===== src/rtl/wshb_stream_rx.sv =====
`default_nettype none
// ============================================================================
// Module   : wshb_stream_rx
// Purpose  : Wishbone classic-cycle write responder for the pixel stream bus.
//            Accepted 32-bit pixel writes are buffered in a first-word-fall-
//            through FIFO and re-emitted as a valid/ready stream. Each head
//            pixel is tagged with its frame position (x/y, sof, eol).
// Ports    : sys_clk, sys_rst_n          - clock, synchronous active-low reset
//            cyc, stb, we, adr, sel,
//            dat_ms                      - Wishbone master-to-slave request
//            ack, err, rty, dat_sm       - Wishbone slave response
//            out_valid, out_ready,
//            out_data                    - output pixel stream (FWFT)
//            out_sof, out_eol,
//            out_x, out_y                - frame position of the head pixel
//            level                       - FIFO occupancy
// Revision : 1.0 - initial release
// ============================================================================
module wshb_stream_rx #(
  parameter int HDISP      = 800,
  parameter int VDISP      = 480,
  parameter int FIFO_DEPTH = 16
) (
  input  logic                            sys_clk,
  input  logic                            sys_rst_n,
  input  logic                            cyc,
  input  logic                            stb,
  input  logic                            we,
  input  logic [31:0]                     adr,
  input  logic [3:0]                      sel,
  input  logic [31:0]                     dat_ms,
  output logic                            ack,
  output logic                            err,
  output logic                            rty,
  output logic [31:0]                     dat_sm,
  output logic                            out_valid,
  input  logic                            out_ready,
  output logic [31:0]                     out_data,
  output logic                            out_sof,
  output logic                            out_eol,
  output logic [$clog2(HDISP)-1:0]        out_x,
  output logic [$clog2(VDISP)-1:0]        out_y,
  output logic [$clog2(FIFO_DEPTH):0]     level
);

  localparam int AW = $clog2(FIFO_DEPTH);
  localparam int LW = AW + 1;
  localparam int XW = $clog2(HDISP);
  localparam int YW = $clog2(VDISP);

  logic [31:0]   r_mem [FIFO_DEPTH];
  logic [AW-1:0] r_wr_ptr;
  logic [AW-1:0] r_rd_ptr;
  logic [LW-1:0] r_level;
  logic          r_ack;
  logic          r_err;
  logic [XW-1:0] r_x;
  logic [YW-1:0] r_y;

  logic w_req;
  logic w_sel_ok;
  logic w_good;
  logic w_bad;
  logic w_full;
  logic w_push;
  logic w_pop;
  logic w_valid;
  logic w_last_x;
  logic w_last_y;
  logic w_unused;

  // The address carries no information for a single-target stream port.
  assign w_unused = ^adr;

  // A request already answered (ack/err high) must not be answered twice,
  // so the registered response masks the next cycle.
  assign w_req    = cyc & stb & ~r_ack & ~r_err;
  assign w_sel_ok = (sel == 4'hF);
  assign w_good   = w_req & we & w_sel_ok;
  assign w_bad    = w_req & ~(we & w_sel_ok);
  // Full is judged on the current level only: a same-cycle pop does not
  // make room for a push (no bypass path).
  assign w_full   = (r_level == LW'(FIFO_DEPTH));
  assign w_push   = w_good & ~w_full;
  assign w_valid  = (r_level != '0);
  assign w_pop    = w_valid & out_ready;
  assign w_last_x = (r_x == XW'(HDISP - 1));
  assign w_last_y = (r_y == YW'(VDISP - 1));

  assign ack       = r_ack;
  assign err       = r_err;
  assign rty       = 1'b0;
  assign dat_sm    = 32'h0;
  assign out_valid = w_valid;
  assign out_data  = r_mem[r_rd_ptr];
  assign out_x     = r_x;
  assign out_y     = r_y;
  assign out_sof   = w_valid & (r_x == '0) & (r_y == '0);
  assign out_eol   = w_valid & w_last_x;
  assign level     = r_level;

  // Storage carries no reset: stale entries are unreachable once the
  // pointers and level are cleared.
  always_ff @(posedge sys_clk) begin
    if (w_push) begin
      r_mem[r_wr_ptr] <= dat_ms;
    end
  end

  always_ff @(posedge sys_clk) begin
    if (!sys_rst_n) begin
      r_ack    <= 1'b0;
      r_err    <= 1'b0;
      r_wr_ptr <= '0;
      r_rd_ptr <= '0;
      r_level  <= '0;
      r_x      <= '0;
      r_y      <= '0;
    end else begin
      r_ack <= w_push;
      r_err <= w_bad;

      if (w_push) begin
        r_wr_ptr <= r_wr_ptr + AW'(1);
      end

      if (w_pop) begin
        r_rd_ptr <= r_rd_ptr + AW'(1);
      end

      case ({w_push, w_pop})
        2'b10:   r_level <= r_level + LW'(1);
        2'b01:   r_level <= r_level - LW'(1);
        default: r_level <= r_level;
      endcase

      // Frame position follows the consumer, not the producer.
      if (w_pop) begin
        if (w_last_x) begin
          r_x <= '0;
          r_y <= w_last_y ? '0 : r_y + YW'(1);
        end else begin
          r_x <= r_x + XW'(1);
        end
      end
    end
  end

endmodule
`default_nettype wire


===== config.mk =====
export PLATFORM = sky130hd
export DESIGN_NAME = wshb_stream_rx
export DESIGN_NICKNAME = d
export VERILOG_FILES = /design/src/rtl/wshb_stream_rx.sv
export SDC_FILE = /design/constraint.sdc
export NUM_CORES = 1
export LEC_CHECK = 0
export ABC_CLOCK_PERIOD_IN_PS = 11200
export BUFFER_PORTS_ARGS = -buffer_cell sky130_fd_sc_hd__clkbuf_2
export CAP_MARGIN = 15
export CORE_MARGIN = 8
export CORE_UTILIZATION = 63
export CTS_CLUSTER_DIAMETER = 100
export DETAILED_ROUTE_END_ITERATION = 8
export PLACE_DENSITY = 0.86
export SETUP_SLACK_MARGIN = 0.02
export SYNTH_ARGS = -nofsm -noshare
export SYNTH_HDL_FRONTEND = slang
export SYNTH_SLANG_ARGS = --single-unit

===== constraint.sdc =====
create_clock -name sys_clk -period 11.2 [get_ports sys_clk]
set_clock_uncertainty 0.2 [all_clocks]
set_input_delay 0.56 -clock sys_clk [delete_from_list [all_inputs] [get_ports sys_clk]]
set_output_delay 0.56 -clock sys_clk [all_outputs]
set_load 0.005 [all_outputs]

==> Flow_metrics.wiki <==
{| class="wikitable"
! Metric !! Value
|-
| Minimum period implied by the final worst setup slack || 5.291 ns
|-
| Number of setup violations in the final report || 0
|-
| Hold Violations, Final || 0
|-
| Area used by sequential logic in the layout || 0.01615 mm2
|-
| Max FO, Critical Path || 49
|-
| Headroom to the max-slew limit || 0.3318
|-
| Syn Inst Count || approximately 1000
|-
| Count of input and output buffers || 102
|-
| FFs w/ async S/R, synth || 0
|-
| Synthesized area per cell || 21.60 um2
|-
| Worst Max-Slew Pin Slew || 1.002 ns
|-
| Total design power || approximately 4.1 mW
|-
| Overall routed net length || a little under 50000 um
|-
| Power density cells || 168.0 mW/mm2
|-
| Number of max-cap violations || 0
|-
| DR DRC count || 0
|-
| Top-level I/O count || 168
|-
| Deepest clock path buffer count || 3
|-
| Startpoint Class || flip-flop
|-
| IR Drop Worst-Case VDD || 136.9 uV
|-
| Depth of the worst hold-timing path || 3
|-
| Prevailing post-synth register cell || sky130_fd_sc_hd__edfxtp_1
|-
| Reg2reg setup slack || 7.45 ns
|-
| Total Die Area || 0.04025 mm2
|-
| Slew Viols, Final || 0
|-
| Tightest hold margin || 0.1553 ns
|-
| F_max || 189.0 MHz
|-
| Count of cell types in the netlist || 50
|-
| Final core utilization || 0.7236
|-
| Post-Layout Cell Count || 1624
|-
| Post-detailed-route count of antenna-violating nets || 0
|-
| Synth-to-layout area growth || 13.00%
|-
| Layout Nets || 1215
|-
| Final HPWL DP || between 20000 and 30000 um
|-
| Clock root buffer || sky130_fd_sc_hd__clkbuf_16
|-
| Setup TNS || 0 ns
|-
| Via count || around 11000
|-
| Final global-route overflow total || 0
|-
| Share of post-route cells with drive strength above 1 || 0.3359
|-
| Inst Count DP || 1521
|-
| Clock latency reported for the late side of the worst-skew pair || 0.57 ns
|-
| Combined area of the multi-input logic cells || 0.005061 mm2
|-
| Combined global-route utilization of all metal layers || 0.2424
|-
| Number of buffers created by CTS || 53
|-
| Data arrival at the endpoint of the critical path || between 4 and 5 ns
|-
| Post-synth EDFFs || between 500 and 600
|-
| Clock sinks || 550
|-
| Initial Util || 0.6404
|-
| Row count || between 60 and 70
|-
| Count of warnings emitted by yosys || 0
|-
| P_leak || ~7.7 nW
|-
| Sequential fraction of the synthesis area || 0.7514
|-
| Period Utilization, post-route || 0.4725
|-
| Post-CTS setup buffers || 0
|-
| GPL Wtd Cong || 0.7974
|-
| Launching point of the worst reg2reg path || level[1]
|-
| Via-to-Cell Ratio || 6.501
|-
| Clock input transition at the sequential cells of the worst setup and hold paths || around 0.060 ns
|-
| Die boundary width || 200.6 um
|-
| Vertical die dimension || ~200 um
|-
| Number of synthesized register bits || 550
|-
| Path class of the lowest-slack min-delay path || in -> reg
|-
| End of the worst hold path || err
|-
| First-pass GRT wire length || 71570 um
|-
| Reg-to-Reg End || level[4]
|-
| Total standard cell area after synthesis || 0.02147 mm2
|-
| Core Region || 0.03353 mm2
|-
| Clock tree from TritonCTS || done
|-
| Detailed-router iteration count before antenna repair || 7
|-
| Drt wl/cell || 30.53 um
|-
| Number of fill cells || 1884
|-
| Critical path required time || 10.44 ns
|-
| Hold_sp || sel[0]
|-
| Via count of the first global-routing pass || 10900
|-
| Category of the most critical setup path || reg -> out
|-
| Worst Setup End Kind || primary output
|-
| Run status || finished, final reports clean
|-
| R2R depth || 10
|-
| # H-tree levels || 2
|-
| Unrepaired setup endpoints after global routing || no
|-
| Antenna violations before repair || 2
|-
| Pin count of the biggest net entering global routing || 70
|-
| Initial DRC count || between 1000 and 1500
|-
| Number of gates resized after CTS || 0
|}
layout by cell type (no fill, tap or decap), types with 8 or more instances in the layout:
cell / Yosys / final
sky130_fd_sc_hd__a21oi_1: 20 / 20
sky130_fd_sc_hd__clkbuf_16: 0 / 54
sky130_fd_sc_hd__buf_4: 34 / 23
sky130_fd_sc_hd__mux4_2: 160 / 160
sky130_fd_sc_hd__dfxtp_1: 38 / 34
sky130_fd_sc_hd__edfxtp_1: 512 / 512
sky130_fd_sc_hd__clkbuf_2: 0 / 102
sky130_fd_sc_hd__ha_1: 12 / 12
sky130_fd_sc_hd__nand2_1: 26 / 26
sky130_fd_sc_hd__nand3_1: 10 / 10
sky130_fd_sc_hd__conb_1: 1 / 33
sky130_fd_sc_hd__nor2_4: 0 / 12
sky130_fd_sc_hd__clkinv_1: 0 / 12
sky130_fd_sc_hd__clkinv_2: 1 / 9
sky130_fd_sc_hd__nor2_1: 30 / 18
sky130_fd_sc_hd__inv_1: 12 / 12
sky130_fd_sc_hd__o21ai_0: 8 / 8
sky130_fd_sc_hd__clkbuf_1: 26 / 14
metrics by stage:
| step | area, um2 | setup WS, ns |
|---|---|---|
| floorplan | 21590 | 7.031 |
| global placement | 22500 | 6.382 |
| detailed placement | 22510 | 6.352 |
| CTS | 24260 | 5.752 |
| global route | 24260 | 5.491 |
| finish | 24260 | 5.909 |
worst max-delay path by stage:
stage	end	start	slack [ns]
final	out_data[17]	flip-flop	5.91
after global routing	out_data[17]	flip-flop	5.49
after CTS	out_data[17]	flip-flop	5.75
after detailed placement	out_data[17]	flip-flop	6.35
after global placement	out_data[0]	flip-flop	6.38
after floorplan	r_mem[0][0]	stb	7.03
synthesized netlist by cell type (2+ instances only):
cell type,n,area [um2]
sky130_fd_sc_hd__or4_1,5,37.54
sky130_fd_sc_hd__o21ai_1,2,10.01
sky130_fd_sc_hd__nor2_1,30,112.6
sky130_fd_sc_hd__buf_2,14,70.07
sky130_fd_sc_hd__nor3_1,6,30.03
sky130_fd_sc_hd__mux4_2,160,3603
sky130_fd_sc_hd__nor4bb_1,2,20.02
sky130_fd_sc_hd__edfxtp_1,512,15370
sky130_fd_sc_hd__nand2_1,26,97.59
sky130_fd_sc_hd__a211o_1,2,17.52
sky130_fd_sc_hd__o21ai_2,3,26.28
sky130_fd_sc_hd__inv_1,12,45.04
sky130_fd_sc_hd__o211ai_1,5,37.54
sky130_fd_sc_hd__or3b_2,2,17.52
sky130_fd_sc_hd__a21oi_1,20,100.1
sky130_fd_sc_hd__buf_1,3,11.26
sky130_fd_sc_hd__ha_1,12,150.1
sky130_fd_sc_hd__buf_4,34,255.2
sky130_fd_sc_hd__nand4_1,4,25.02
sky130_fd_sc_hd__mux2i_1,6,60.06
sky130_fd_sc_hd__and4_1,2,17.52
sky130_fd_sc_hd__or4b_2,2,20.02
sky130_fd_sc_hd__nand3b_1,2,15.01
sky130_fd_sc_hd__o21ai_0,8,40.04
sky130_fd_sc_hd__xor2_1,7,61.31
sky130_fd_sc_hd__clkbuf_1,26,97.59
sky130_fd_sc_hd__nor2b_1,2,12.51
sky130_fd_sc_hd__and3_1,4,25.02
sky130_fd_sc_hd__o21a_1,2,15.01
sky130_fd_sc_hd__or3_1,7,43.79
sky130_fd_sc_hd__nand2b_1,5,31.28
sky130_fd_sc_hd__nand3_1,10,50.05
sky130_fd_sc_hd__dfxtp_1,38,760.7
sky130_fd_sc_hd__nor4_1,2,12.51
sky130_fd_sc_hd__buf_6,2,22.52
per-layer routing:
metal,wire length [um],vias up,track usage
met5,0,-,0
met4,2132,0,0.1101
met3,3773,132,0.04583
met2,26270,624,0.4240
met1,17410,5445,0.2910
li1,-,4357,-
worst max-delay path: stages, from the launching register on:
cell	delay, ns
sky130_fd_sc_hd__dfxtp_4	0.94
sky130_fd_sc_hd__buf_4	0.86
sky130_fd_sc_hd__buf_4	0.73
sky130_fd_sc_hd__mux4_2	0.63
sky130_fd_sc_hd__mux4_2	0.53
sky130_fd_sc_hd__clkbuf_2	0.14
where the power goes:
group	leakage, nW	internal [mW]	total (mW)	switching, mW
clock	0.845	1.03	1.78	0.745
combinational	1.92	0.0155	0.0535	0.0380
sequential	4.91	2.24	2.24	0.00166
flip-flops by register name, indices dropped and copies added (netlist names), named ones only:
| signal | cells |
|---|---|
| out_x | 10 |
| ack | 1 |
| out_y | 9 |
| r_rd_ptr | 4 |
| level | 5 |
| r_wr_ptr | 4 |
| r_mem | 512 |
| err | 1 |
final cells by class:
class / instances / area share
sequential: 550 / 0.6654
timing repair buffer: 127 / 0.02903
tap: 448 / 0.02310
clock inverter: 30 / 0.01310
antenna: 3 / 0.0003094
inverter: 13 / 0.002063
clock buffer: 69 / 0.05842
multi-input combinational: 384 / 0.2086
cell families (layout without fill, tap and decap cells):
| group | Yosys count | in the layout | synth area share |
|---|---|---|---|
| buf+inv | 92 | 239 | 0.02360 |
| flops | 550 | 550 | 0.7514 |
| simple gates | 116 | 116 | 0.02855 |
| mux | 166 | 166 | 0.1706 |
| compound gates | 49 | 49 | 0.01538 |
| fa+ha+maj | 12 | 12 | 0.006992 |
| other cells | 1 | 36 | 0.0001746 |
| xor+xnor | 8 | 8 | 0.003263 |
repair_timing:
item | in CTS | in global routing
endpoints found under the setup margin | 0 | 0
hold endpoints to repair | 1 | 0
hold buffers | 1 | 0
(Power assumes the default switching activity.)
